## src/rtl/draw_cmd_scheduler_if.sv

```systemverilog
// Command, issue and status signals between the draw-command decoder/GPU side
// and the draw command scheduler.
interface draw_cmd_scheduler_if;
   logic       in_valid;
   logic [1:0] in_cmd;
   logic [2:0] in_x1;
   logic [2:0] in_y1;
   logic [2:0] in_x2;
   logic [2:0] in_y2;
   logic [2:0] in_w;
   logic [2:0] in_h;
   logic       in_ready;

   logic       out_valid;
   logic [1:0] out_cmd;
   logic [2:0] out_x1;
   logic [2:0] out_y1;
   logic [2:0] out_x2;
   logic [2:0] out_y2;
   logic [2:0] out_w;
   logic [2:0] out_h;

   logic       gpu_done;
   logic       frame_start;
   logic       flush;

   logic [2:0] count;
   logic       busy;
   logic       overflow;
   logic       timeout_err;

   modport master (
      output in_valid, in_cmd, in_x1, in_y1, in_x2, in_y2, in_w, in_h,
      output gpu_done, frame_start, flush,
      input  in_ready, out_valid, out_cmd, out_x1, out_y1, out_x2, out_y2, out_w, out_h,
      input  count, busy, overflow, timeout_err
   );

   modport slave (
      input  in_valid, in_cmd, in_x1, in_y1, in_x2, in_y2, in_w, in_h,
      input  gpu_done, frame_start, flush,
      output in_ready, out_valid, out_cmd, out_x1, out_y1, out_x2, out_y2, out_w, out_h,
      output count, busy, overflow, timeout_err
   );
endinterface

```

## src/rtl/draw_cmd_scheduler.sv

```systemverilog
// Queues decoded draw commands in a 4-deep FIFO and issues them one at a time to
// the graphics processor, holding CLEAR commands until the next frame boundary.
module draw_cmd_scheduler #(
   parameter int TIMEOUT = 200
) (
   input  logic                 clk,
   input  logic                 rst_n,
   draw_cmd_scheduler_if.slave  bus
);

   typedef enum logic [1:0] {
      IDLE,
      WAIT_FRAME,
      ISSUE,
      BUSY
   } state_t;

   localparam logic [7:0] TIMER_LAST = 8'(TIMEOUT - 1);
   localparam logic [1:0] CMD_CLEAR  = 2'b00;

   state_t      state;
   state_t      state_nxt;
   logic [19:0] mem [4];
   logic [1:0]  wr_ptr;
   logic [1:0]  rd_ptr;
   logic [2:0]  count;
   logic [7:0]  timer;
   logic        overflow;
   logic        timeout_err;
   logic [19:0] out_word;

   logic [19:0] in_word;
   logic [19:0] head;
   logic        in_ready;
   logic        push;
   logic        pop;
   logic        drop;
   logic        timeout_hit;

   assign in_word  = {bus.in_cmd, bus.in_x1, bus.in_y1, bus.in_x2, bus.in_y2, bus.in_w, bus.in_h};
   assign head     = mem[rd_ptr];
   assign in_ready = (count < 3'd4);

   // A command arriving in a flush cycle is discarded silently, never counted as overflow.
   assign push        = bus.in_valid && in_ready && !bus.flush;
   assign drop        = bus.in_valid && !in_ready && !bus.flush;
   assign pop         = (state == ISSUE);
   assign timeout_hit = (state == BUSY) && !bus.gpu_done && (timer == TIMER_LAST);

   always_comb begin
      state_nxt = state;
      unique case (state)
         IDLE: begin
            if (count != 3'd0) begin
               if (head[19:18] == CMD_CLEAR) state_nxt = WAIT_FRAME;
               else                          state_nxt = ISSUE;
            end
         end
         WAIT_FRAME: begin
            if (bus.frame_start) state_nxt = ISSUE;
         end
         ISSUE: begin
            state_nxt = BUSY;
         end
         BUSY: begin
            if (bus.gpu_done || (timer == TIMER_LAST)) state_nxt = IDLE;
         end
         default: begin
            state_nxt = IDLE;
         end
      endcase
      if (bus.flush) state_nxt = IDLE;
   end

   always_ff @(posedge clk or negedge rst_n) begin
      if (!rst_n) begin
         state       <= IDLE;
         wr_ptr      <= 2'd0;
         rd_ptr      <= 2'd0;
         count       <= 3'd0;
         timer       <= 8'd0;
         overflow    <= 1'b0;
         timeout_err <= 1'b0;
         out_word    <= 20'd0;
      end else begin
         state <= state_nxt;
         if (bus.flush) begin
            wr_ptr      <= 2'd0;
            rd_ptr      <= 2'd0;
            count       <= 3'd0;
            overflow    <= 1'b0;
            timeout_err <= 1'b0;
         end else begin
            if (push) wr_ptr <= wr_ptr + 2'd1;
            if (pop)  rd_ptr <= rd_ptr + 2'd1;
            unique case ({push, pop})
               2'b10:   count <= count + 3'd1;
               2'b01:   count <= count - 3'd1;
               default: count <= count;
            endcase
            if (drop)        overflow    <= 1'b1;
            if (timeout_hit) timeout_err <= 1'b1;
         end
         // The ISSUE cycle doubles as the timer clear so BUSY always starts at zero.
         if (state == ISSUE)     timer <= 8'd0;
         else if (state == BUSY) timer <= timer + 8'd1;
         if (state_nxt == ISSUE) out_word <= head;
      end
   end

   always_ff @(posedge clk) begin
      if (push) mem[wr_ptr] <= in_word;
   end

   assign bus.in_ready    = in_ready;
   assign bus.out_valid   = (state == ISSUE);
   assign bus.out_cmd     = out_word[19:18];
   assign bus.out_x1      = out_word[17:15];
   assign bus.out_y1      = out_word[14:12];
   assign bus.out_x2      = out_word[11:9];
   assign bus.out_y2      = out_word[8:6];
   assign bus.out_w       = out_word[5:3];
   assign bus.out_h       = out_word[2:0];
   assign bus.count       = count;
   assign bus.busy        = (state != IDLE);
   assign bus.overflow    = overflow;
   assign bus.timeout_err = timeout_err;

endmodule

```

## src/flat_wrapper.sv

```systemverilog
// flat-port wrapper written by rule: the top's interface ports become plain ports
module draw_cmd_scheduler_flat 
#(
   parameter int TIMEOUT = 200
)
  (clk, rst_n, bus_in_valid, bus_in_cmd, bus_in_x1, bus_in_y1, bus_in_x2, bus_in_y2, bus_in_w, bus_in_h, bus_gpu_done, bus_frame_start, bus_flush, bus_in_ready, bus_out_valid, bus_out_cmd, bus_out_x1, bus_out_y1, bus_out_x2, bus_out_y2, bus_out_w, bus_out_h, bus_count, bus_busy, bus_overflow, bus_timeout_err);
  draw_cmd_scheduler_if bus_i ();
  input  logic clk;
  input  logic rst_n;
  input wire logic [$bits(bus_i.in_valid)-1:0] bus_in_valid;
  input wire logic [$bits(bus_i.in_cmd)-1:0] bus_in_cmd;
  input wire logic [$bits(bus_i.in_x1)-1:0] bus_in_x1;
  input wire logic [$bits(bus_i.in_y1)-1:0] bus_in_y1;
  input wire logic [$bits(bus_i.in_x2)-1:0] bus_in_x2;
  input wire logic [$bits(bus_i.in_y2)-1:0] bus_in_y2;
  input wire logic [$bits(bus_i.in_w)-1:0] bus_in_w;
  input wire logic [$bits(bus_i.in_h)-1:0] bus_in_h;
  input wire logic [$bits(bus_i.gpu_done)-1:0] bus_gpu_done;
  input wire logic [$bits(bus_i.frame_start)-1:0] bus_frame_start;
  input wire logic [$bits(bus_i.flush)-1:0] bus_flush;
  output wire logic [$bits(bus_i.in_ready)-1:0] bus_in_ready;
  output wire logic [$bits(bus_i.out_valid)-1:0] bus_out_valid;
  output wire logic [$bits(bus_i.out_cmd)-1:0] bus_out_cmd;
  output wire logic [$bits(bus_i.out_x1)-1:0] bus_out_x1;
  output wire logic [$bits(bus_i.out_y1)-1:0] bus_out_y1;
  output wire logic [$bits(bus_i.out_x2)-1:0] bus_out_x2;
  output wire logic [$bits(bus_i.out_y2)-1:0] bus_out_y2;
  output wire logic [$bits(bus_i.out_w)-1:0] bus_out_w;
  output wire logic [$bits(bus_i.out_h)-1:0] bus_out_h;
  output wire logic [$bits(bus_i.count)-1:0] bus_count;
  output wire logic [$bits(bus_i.busy)-1:0] bus_busy;
  output wire logic [$bits(bus_i.overflow)-1:0] bus_overflow;
  output wire logic [$bits(bus_i.timeout_err)-1:0] bus_timeout_err;
  assign bus_i.in_valid = bus_in_valid;
  assign bus_i.in_cmd = bus_in_cmd;
  assign bus_i.in_x1 = bus_in_x1;
  assign bus_i.in_y1 = bus_in_y1;
  assign bus_i.in_x2 = bus_in_x2;
  assign bus_i.in_y2 = bus_in_y2;
  assign bus_i.in_w = bus_in_w;
  assign bus_i.in_h = bus_in_h;
  assign bus_i.gpu_done = bus_gpu_done;
  assign bus_i.frame_start = bus_frame_start;
  assign bus_i.flush = bus_flush;
  assign bus_in_ready = bus_i.in_ready;
  assign bus_out_valid = bus_i.out_valid;
  assign bus_out_cmd = bus_i.out_cmd;
  assign bus_out_x1 = bus_i.out_x1;
  assign bus_out_y1 = bus_i.out_y1;
  assign bus_out_x2 = bus_i.out_x2;
  assign bus_out_y2 = bus_i.out_y2;
  assign bus_out_w = bus_i.out_w;
  assign bus_out_h = bus_i.out_h;
  assign bus_count = bus_i.count;
  assign bus_busy = bus_i.busy;
  assign bus_overflow = bus_i.overflow;
  assign bus_timeout_err = bus_i.timeout_err;
  draw_cmd_scheduler #(.TIMEOUT(TIMEOUT)) u_core (.clk(clk), .rst_n(rst_n), .bus(bus_i));
endmodule
```

## config.mk

```make
export PLATFORM = sky130hd
export DESIGN_NAME = draw_cmd_scheduler_flat
export DESIGN_NICKNAME = d
export VERILOG_FILES = /design/src/rtl/draw_cmd_scheduler_if.sv /design/src/rtl/draw_cmd_scheduler.sv /design/src/flat_wrapper.sv
export SDC_FILE = /design/constraint.sdc
export NUM_CORES = 1
export LEC_CHECK = 0
export CORE_UTILIZATION = 51
export DETAILED_ROUTE_END_ITERATION = 10
export PLACE_DENSITY_LB_ADDON = 0.08
export SLEW_MARGIN = 10
export SYNTH_ARGS = -nofsm -noshare
export SYNTH_HDL_FRONTEND = slang
export SYNTH_SLANG_ARGS = --single-unit
export TNS_END_PERCENT = 100
```

## constraint.sdc

```tcl
create_clock -name clk -period 2.4 [get_ports clk]
set_input_delay 0.48 -clock clk [delete_from_list [all_inputs] [get_ports clk]]
set_output_delay 0.48 -clock clk [all_outputs]
set_load 0.01 [all_outputs]
```

# Word-level counts from Yosys, hierarchy flattened

Memory sizes are Yosys's and may differ from the RTL's.
Index checks and enable logic that the tools add are counted.

Mux-type cells: 20
Eq/ne operators: 7
Reductions and logical operators: 20
$lt $le $gt $ge: 1
$add $sub $neg: 5

Operators by type and width:

| kind                                              | count |
|---|---|
| two-way mux 2 bit                                 | 9 |
| two-way mux 8 bit                                 | 2 |
| nonzero test 2 bit                                | 6 |
| adder 8 x 1 -> 8 bit (second input constant)      | 1 |
| == test 2 bit (second input constant)             | 4 |
| == test 8 bit (second input constant)             | 1 |
| case mux 2 bit (4 select lines)                   | 1 |
| logical AND 1 bit                                 | 6 |
| two-way mux 1 bit                                 | 6 |
| case mux 3 bit (2 select lines)                   | 1 |
| nonzero test 3 bit                                | 2 |
| adder 2 x 1 -> 2 bit (second input constant)      | 2 |
| == test 2 x 1 -> 1 bit (second input constant)    | 2 |
| zero test 2 bit                                   | 2 |
| adder 3 x 1 -> 3 bit (second input constant)      | 1 |
| zero test 1 bit                                   | 3 |
| < comparator 3 bit (second input constant)        | 1 |
| two-way mux 3 bit                                 | 1 |
| subtractor 3 x 1 -> 3 bit (second input constant) | 1 |
| logical OR 1 bit                                  | 1 |

Input bits: 26
Memories: 1
Register bits: 39
RAM bits: 80
Word-level logic and storage cells: 62
Output and inout port bits: 28

Memory list:

| name       | depth | bits a word | rd ports | clocked after memory_dff | write ports | line                     | RTL |
|---|---|---|---|---|---|---|---|
| u_core.mem | 4     | 20          | 1        | 0                        | 1           | draw_cmd_scheduler.sv:23 | `logic [19:0] mem [4];` |

# Longest topological paths before layout

An unclocked memory read counts as a cell.

Word-level depth: 7
Depth in mapped cells: 7
Mapped depth without buffers: 7

# Worst setup path before layout

OpenSTA, ideal clock, no wires.

Path type: register to register
Start: register u_core.rd_ptr[0]
End: register u_core.out_word[0]
Path slack: 0.367 ns
Arrival time: 1.908 ns
Period minus slack after synthesis: 2.033 ns
Cell stages (with the launch flop): 7
Data required time: 2.275 ns
Path buffers: 1
Library setup time: 0.125 ns
Cell sequence: dfrtp_1 > mux4_2 > nor4_1 > a311oi_2 > o31ai_2 > buf_6 > mux2_4

Longest elaborated chain between the ends: 7

RTL lines:

| what                            | line                      | RTL |
|---|---|---|
| start, declared                 | draw_cmd_scheduler.sv:25  | `logic [1:0] rd_ptr;` |
| start signal, assigned          | draw_cmd_scheduler.sv:95  | `if (pop) rd_ptr <= rd_ptr + 2'd1;` |
| memory read (4 x 20 bit)        | --                        |  |
| zero test 2 bit                 | draw_cmd_scheduler.sv:55  | `if (head[19:18] == CMD_CLEAR) state_nxt = WAIT_FRAME;` |
| two-way mux 2 bit               | draw_cmd_scheduler.sv:55  |  |
| two-way mux 2 bit               | draw_cmd_scheduler.sv:54  | `if (count != 3'd0) begin` |
| case mux 2 bit (4 select lines) | draw_cmd_scheduler.sv:52  | `unique case (state)` |
| two-way mux 2 bit               | draw_cmd_scheduler.sv:72  | `if (bus.flush) state_nxt = IDLE;` |
| net u_core.state_nxt[1]         | draw_cmd_scheduler.sv:22  | `state_t state_nxt;` |
| == test 2 bit                   | draw_cmd_scheduler.sv:107 | `if (state_nxt == ISSUE) out_word <= head;` |
| end signal, assigned            | draw_cmd_scheduler.sv:84  | `out_word <= 20'd0;` |
| end signal, assigned            | draw_cmd_scheduler.sv:107 |  |
| end, declared                   | draw_cmd_scheduler.sv:30  | `logic [19:0] out_word;` |

The timed path passes the listed nets, and every way through them passes these cells.
A chain may end at the register's enable or synchronous reset.

# Worst setup path after layout

Start: register u_core.rd_ptr[0]
End: register u_core.out_word[2]

Longest elaborated chain between the ends: 7

RTL lines:

| what                            | line |
|---|---|
| memory read (4 x 20 bit) (*)    | -- |
| zero test 2 bit                 | draw_cmd_scheduler.sv:55 |
| two-way mux 2 bit               | draw_cmd_scheduler.sv:55 |
| two-way mux 2 bit               | draw_cmd_scheduler.sv:54 |
| case mux 2 bit (4 select lines) | draw_cmd_scheduler.sv:52 |
| two-way mux 2 bit               | draw_cmd_scheduler.sv:72 |
| == test 2 bit                   | draw_cmd_scheduler.sv:107 |

Every way passes the cells marked *; elsewhere a longest branch is shown, timed or not.

==> metrics.md <==
| Metric | Value |
|---|---|
| Outcome | `finished, final reports clean` |
| Standard cell core area | `9150 um2` |
| Unrepaired setup endpoints after global routing | `no` |
| Reg-to-Reg End | `u_core.out_word[2]` |
| Number of enable-type register cells in the synthesized netlist | `80` |
| Total I/O pin count | `54` |
| CP max FO | `11` |
| Setup Buffers After CTS | `0` |
| Number of H-tree levels | `4` |
| Die Height | `98.9 um` |
| Length of the first detailed-routing pass in iterations | `4` |
| Global placement routability congestion | `0.741` |
| Synthesized netlist cell count | `263` |
| Final worst path period share | `0.949` |
| Remaining routing DRC violations | `0` |
| Fraction of final layout cells with drive strength greater than 1 | `0.283` |
| Via Count | `2538` |
| Starting density of the core | `0.524` |
| Number of antenna violations at the first check in global routing | `0` |
| Post-synth design cell area | `4790 um2` |
| Maximum count of clock buffers along a single path | `2` |
| Clock tree from TritonCTS | `yes` |
| Congestion Overflow GR | `0` |
| Antenna Nets Post-Route | `0` |
| Type of destination of the critical path | `flop` |
| Worst Setup Start Kind | `flop` |
| Number of setup violations in the final report | `0` |
| Avg Synthesized Cell Area | `18.2 um2` |
| Power per standard cell area | `1190 nW/um2` |
| Pin count of the biggest net entering global routing | `17` |
| Number of global-route vias before repair | `2678` |
| Clock slew at reported path FFs | `0.06 ns` |
| Violation count after the first detailed-routing iteration | `73` |
| Number of nets in the final layout | `379` |
| Total Wirelength | `8600 um` |
| Number of vias per cell | `5.39` |
| Final routed wire length divided by cell count | `18.3 um` |
| Synth-to-Final Area Change | `30.1%` |
| Critical path required time | `2.78 ns` |
| Setup slack at placement | `-0.0486 ns` |
| Number of max-cap violations | `0` |
| Max Transition Viols Final | `0` |
| Clock latency at the later pin of the worst-skew pair | `0.50 ns` |
| Number of standard-cell rows in the floorplan | `35` |
| Type of the setup path with the least slack | `flop to flop` |
| Cell depth of the worst flop-to-flop path | `6` |
| Slew at the pin closest to its max-slew limit | `0.371 ns` |
| Leak pwr | `0.00235 uW` |
| Most used DFF post-synth | `sky130_fd_sc_hd__edfxtp_1` |
| Final clock skew | `0.00864 ns` |
| Number of buffers added by the clock tree synthesis step | `17` |
| Global-route wire length before repair | `14000 um` |
| Final worst path period need | `2.28 ns` |
| Worst relative slew slack | `0.752` |
| Count of antenna diodes in the layout | `0` |
| Port Buffer Count | `53` |
| Warnings from Yosys | `0` |
| Final number of hold-violating endpoints | `0` |
| Highest Clock Rate | `0.439 GHz` |
| Die area | `9790 um2` |
| Syn nets | `295` |
| Netlist cell types | `36` |
| Total track usage | `0.199` |
| Total of fill cells in the finished design | `620` |
| Proportion of register bits with asynchronous set or reset after synthesis | `0.328` |
| Horizontal die dimension | `98.9 um` |
| Post-synthesis sequential area ratio | `0.705` |
| Maximum ir drop on the vdd rail | `714 uV` |
| HPWL after detailed placement | `5760 um` |
| Number of register bits inferred by synthesis | `119` |
| Minimum setup slack in the final design | `0.123 ns` |
| Reg-to-reg setup timing slack | `0.12 ns` |
| CTS sink cnt | `119` |
| Buffer type at the clock tree root | `sky130_fd_sc_hd__clkbuf_8` |
| Hold crit path type | `input pin to asynchronous set/reset pin` |
| Worst reg2reg path startpoint | `u_core.rd_ptr[0]` |
| Final Total Pwr | `7440 uW` |
| Arrival time at the worst endpoint | `2.66 ns` |
-- layer usage --
metal  GRT usage  wire length, um
met3      0.0482              257
met4      0.0838              104
met5           0                0
met2       0.323             4420
met1       0.260             3820
-- cell usage after synthesis (all sizes together) (5+ instances only) --
cell | number | area, um2
dfrtp | 39 | 976
a21oi | 7 | 35.0
inv | 11 | 41.3
o21ai | 5 | 25.0
clkbuf | 5 | 20.0
nor2 | 16 | 60.1
mux2 | 20 | 300
xnor2 | 5 | 43.8
ha | 5 | 62.6
mux4 | 20 | 450
edfxtp | 80 | 2400
nand3 | 5 | 25.0
nand2 | 6 | 22.5
-- cell families (layout without fill, tap and decap cells) --
logic type	Yosys count	after routing	synth area share
flops	119	119	0.705
fa+ha+maj	6	6	0.0172
mux	42	42	0.161
xor+xnor	6	6	0.0110
simple gates	48	48	0.0496
compound gates	20	20	0.0337
buf+inv	22	119	0.0230
-- critical path, stage by stage (launching register included) --
cell	delay [ns]
sky130_fd_sc_hd__dfrtp_1	0.44
sky130_fd_sc_hd__mux4_2	0.59
sky130_fd_sc_hd__nor2_1	0.14
sky130_fd_sc_hd__nor2_1	0.09
sky130_fd_sc_hd__o31ai_4	0.38
sky130_fd_sc_hd__buf_12	0.21
sky130_fd_sc_hd__mux2_4	0.32
-- how the worst max path moves through the flow --
stage	startpoint	endpoint	slack, ns	cells after the start
2_1_floorplan	u_core.rd_ptr[0]	u_core.out_word[0]	0.37	6
3_3_place_gp	bus_gpu_done	u_core.out_word[8]	0.01	7
3_5_place_dp	bus_gpu_done	u_core.out_word[2]	-0.05	7
4_1_cts	u_core.state[0]	bus_out_valid	0.03	3
5_1_grt	u_core.rd_ptr[0]	u_core.out_word[2]	0.009	6
6_report	u_core.rd_ptr[0]	u_core.out_word[2]	0.12	6
-- sequential cells by signal (all words and copies together) (netlist names) --
| name | cells |
|---|---|
| u_core.mem | 80 |
| u_core.out_word | 20 |
| u_core.timer | 8 |
| u_core.bus.count | 3 |
| u_core.rd_ptr | 2 |
| u_core.state | 2 |
| u_core.wr_ptr | 2 |
| u_core.bus.overflow | 1 |
| u_core.bus.timeout_err | 1 |
-- timing repair --
action / CTS / global route
cloned: 0 / 0
endpoints found under the hold margin: 13 / 0
hold buffers: 1 / 0
endpoints found under the setup margin: 1 / 1
pin swaps: 0 / 0
gates resized for setup: 2 / 2
-- layout make-up --
type	count	area [um2]	area share
clock buffer	17	414	0.0664
clock inverter	15	166	0.0267
tap	111	139	0.0223
inverter	11	41.3	0.00662
sequential	119	3380	0.542
multi-input combinational	122	1320	0.212
timing repair buffer	76	776	0.124
-- placed cells by master (no fill, tap or decap), types with 6 or more instances in the layout --
master | Yosys | routed
sky130_fd_sc_hd__buf_4 | 0 | 16
sky130_fd_sc_hd__mux2_4 | 20 | 20
sky130_fd_sc_hd__inv_1 | 11 | 11
sky130_fd_sc_hd__a21oi_1 | 7 | 7
sky130_fd_sc_hd__clkdlybuf4s50_1 | 0 | 52
sky130_fd_sc_hd__nand2_1 | 6 | 6
sky130_fd_sc_hd__mux4_2 | 20 | 20
sky130_fd_sc_hd__edfxtp_1 | 80 | 80
sky130_fd_sc_hd__clkbuf_16 | 0 | 16
sky130_fd_sc_hd__nor2_1 | 16 | 16
sky130_fd_sc_hd__buf_12 | 0 | 6
sky130_fd_sc_hd__dfrtp_1 | 39 | 37
-- power breakdown --
part | leakage (uW) | internal (uW) | switching (uW)
registers | 0.00122 | 2540 | 247
clock network | 0.000282 | 1500 | 937
logic | 0.000851 | 1360 | 858
total | 0.00235 | 5400 | 2040
-- per-stage QoR --
stage | cells | util | hold slack (ns) | cell area, um2 | TNS (ns)
6_report | 471 | 0.682 | 0.408 | 6240 | 0
5_1_grt | 471 | 0.682 | 0.429 | 6240 | 0
4_1_cts | 471 | 0.681 | 0.401 | 6230 | 0
3_5_place_dp | 438 | 0.616 | 0.409 | 5640 | -0.660
3_3_place_gp | 438 | 0.616 | 0.406 | 5640 | 0
2_1_floorplan | 263 | - | 0.184 | 4790 | 0
Note: power is estimated with default switching activity, not from simulation.
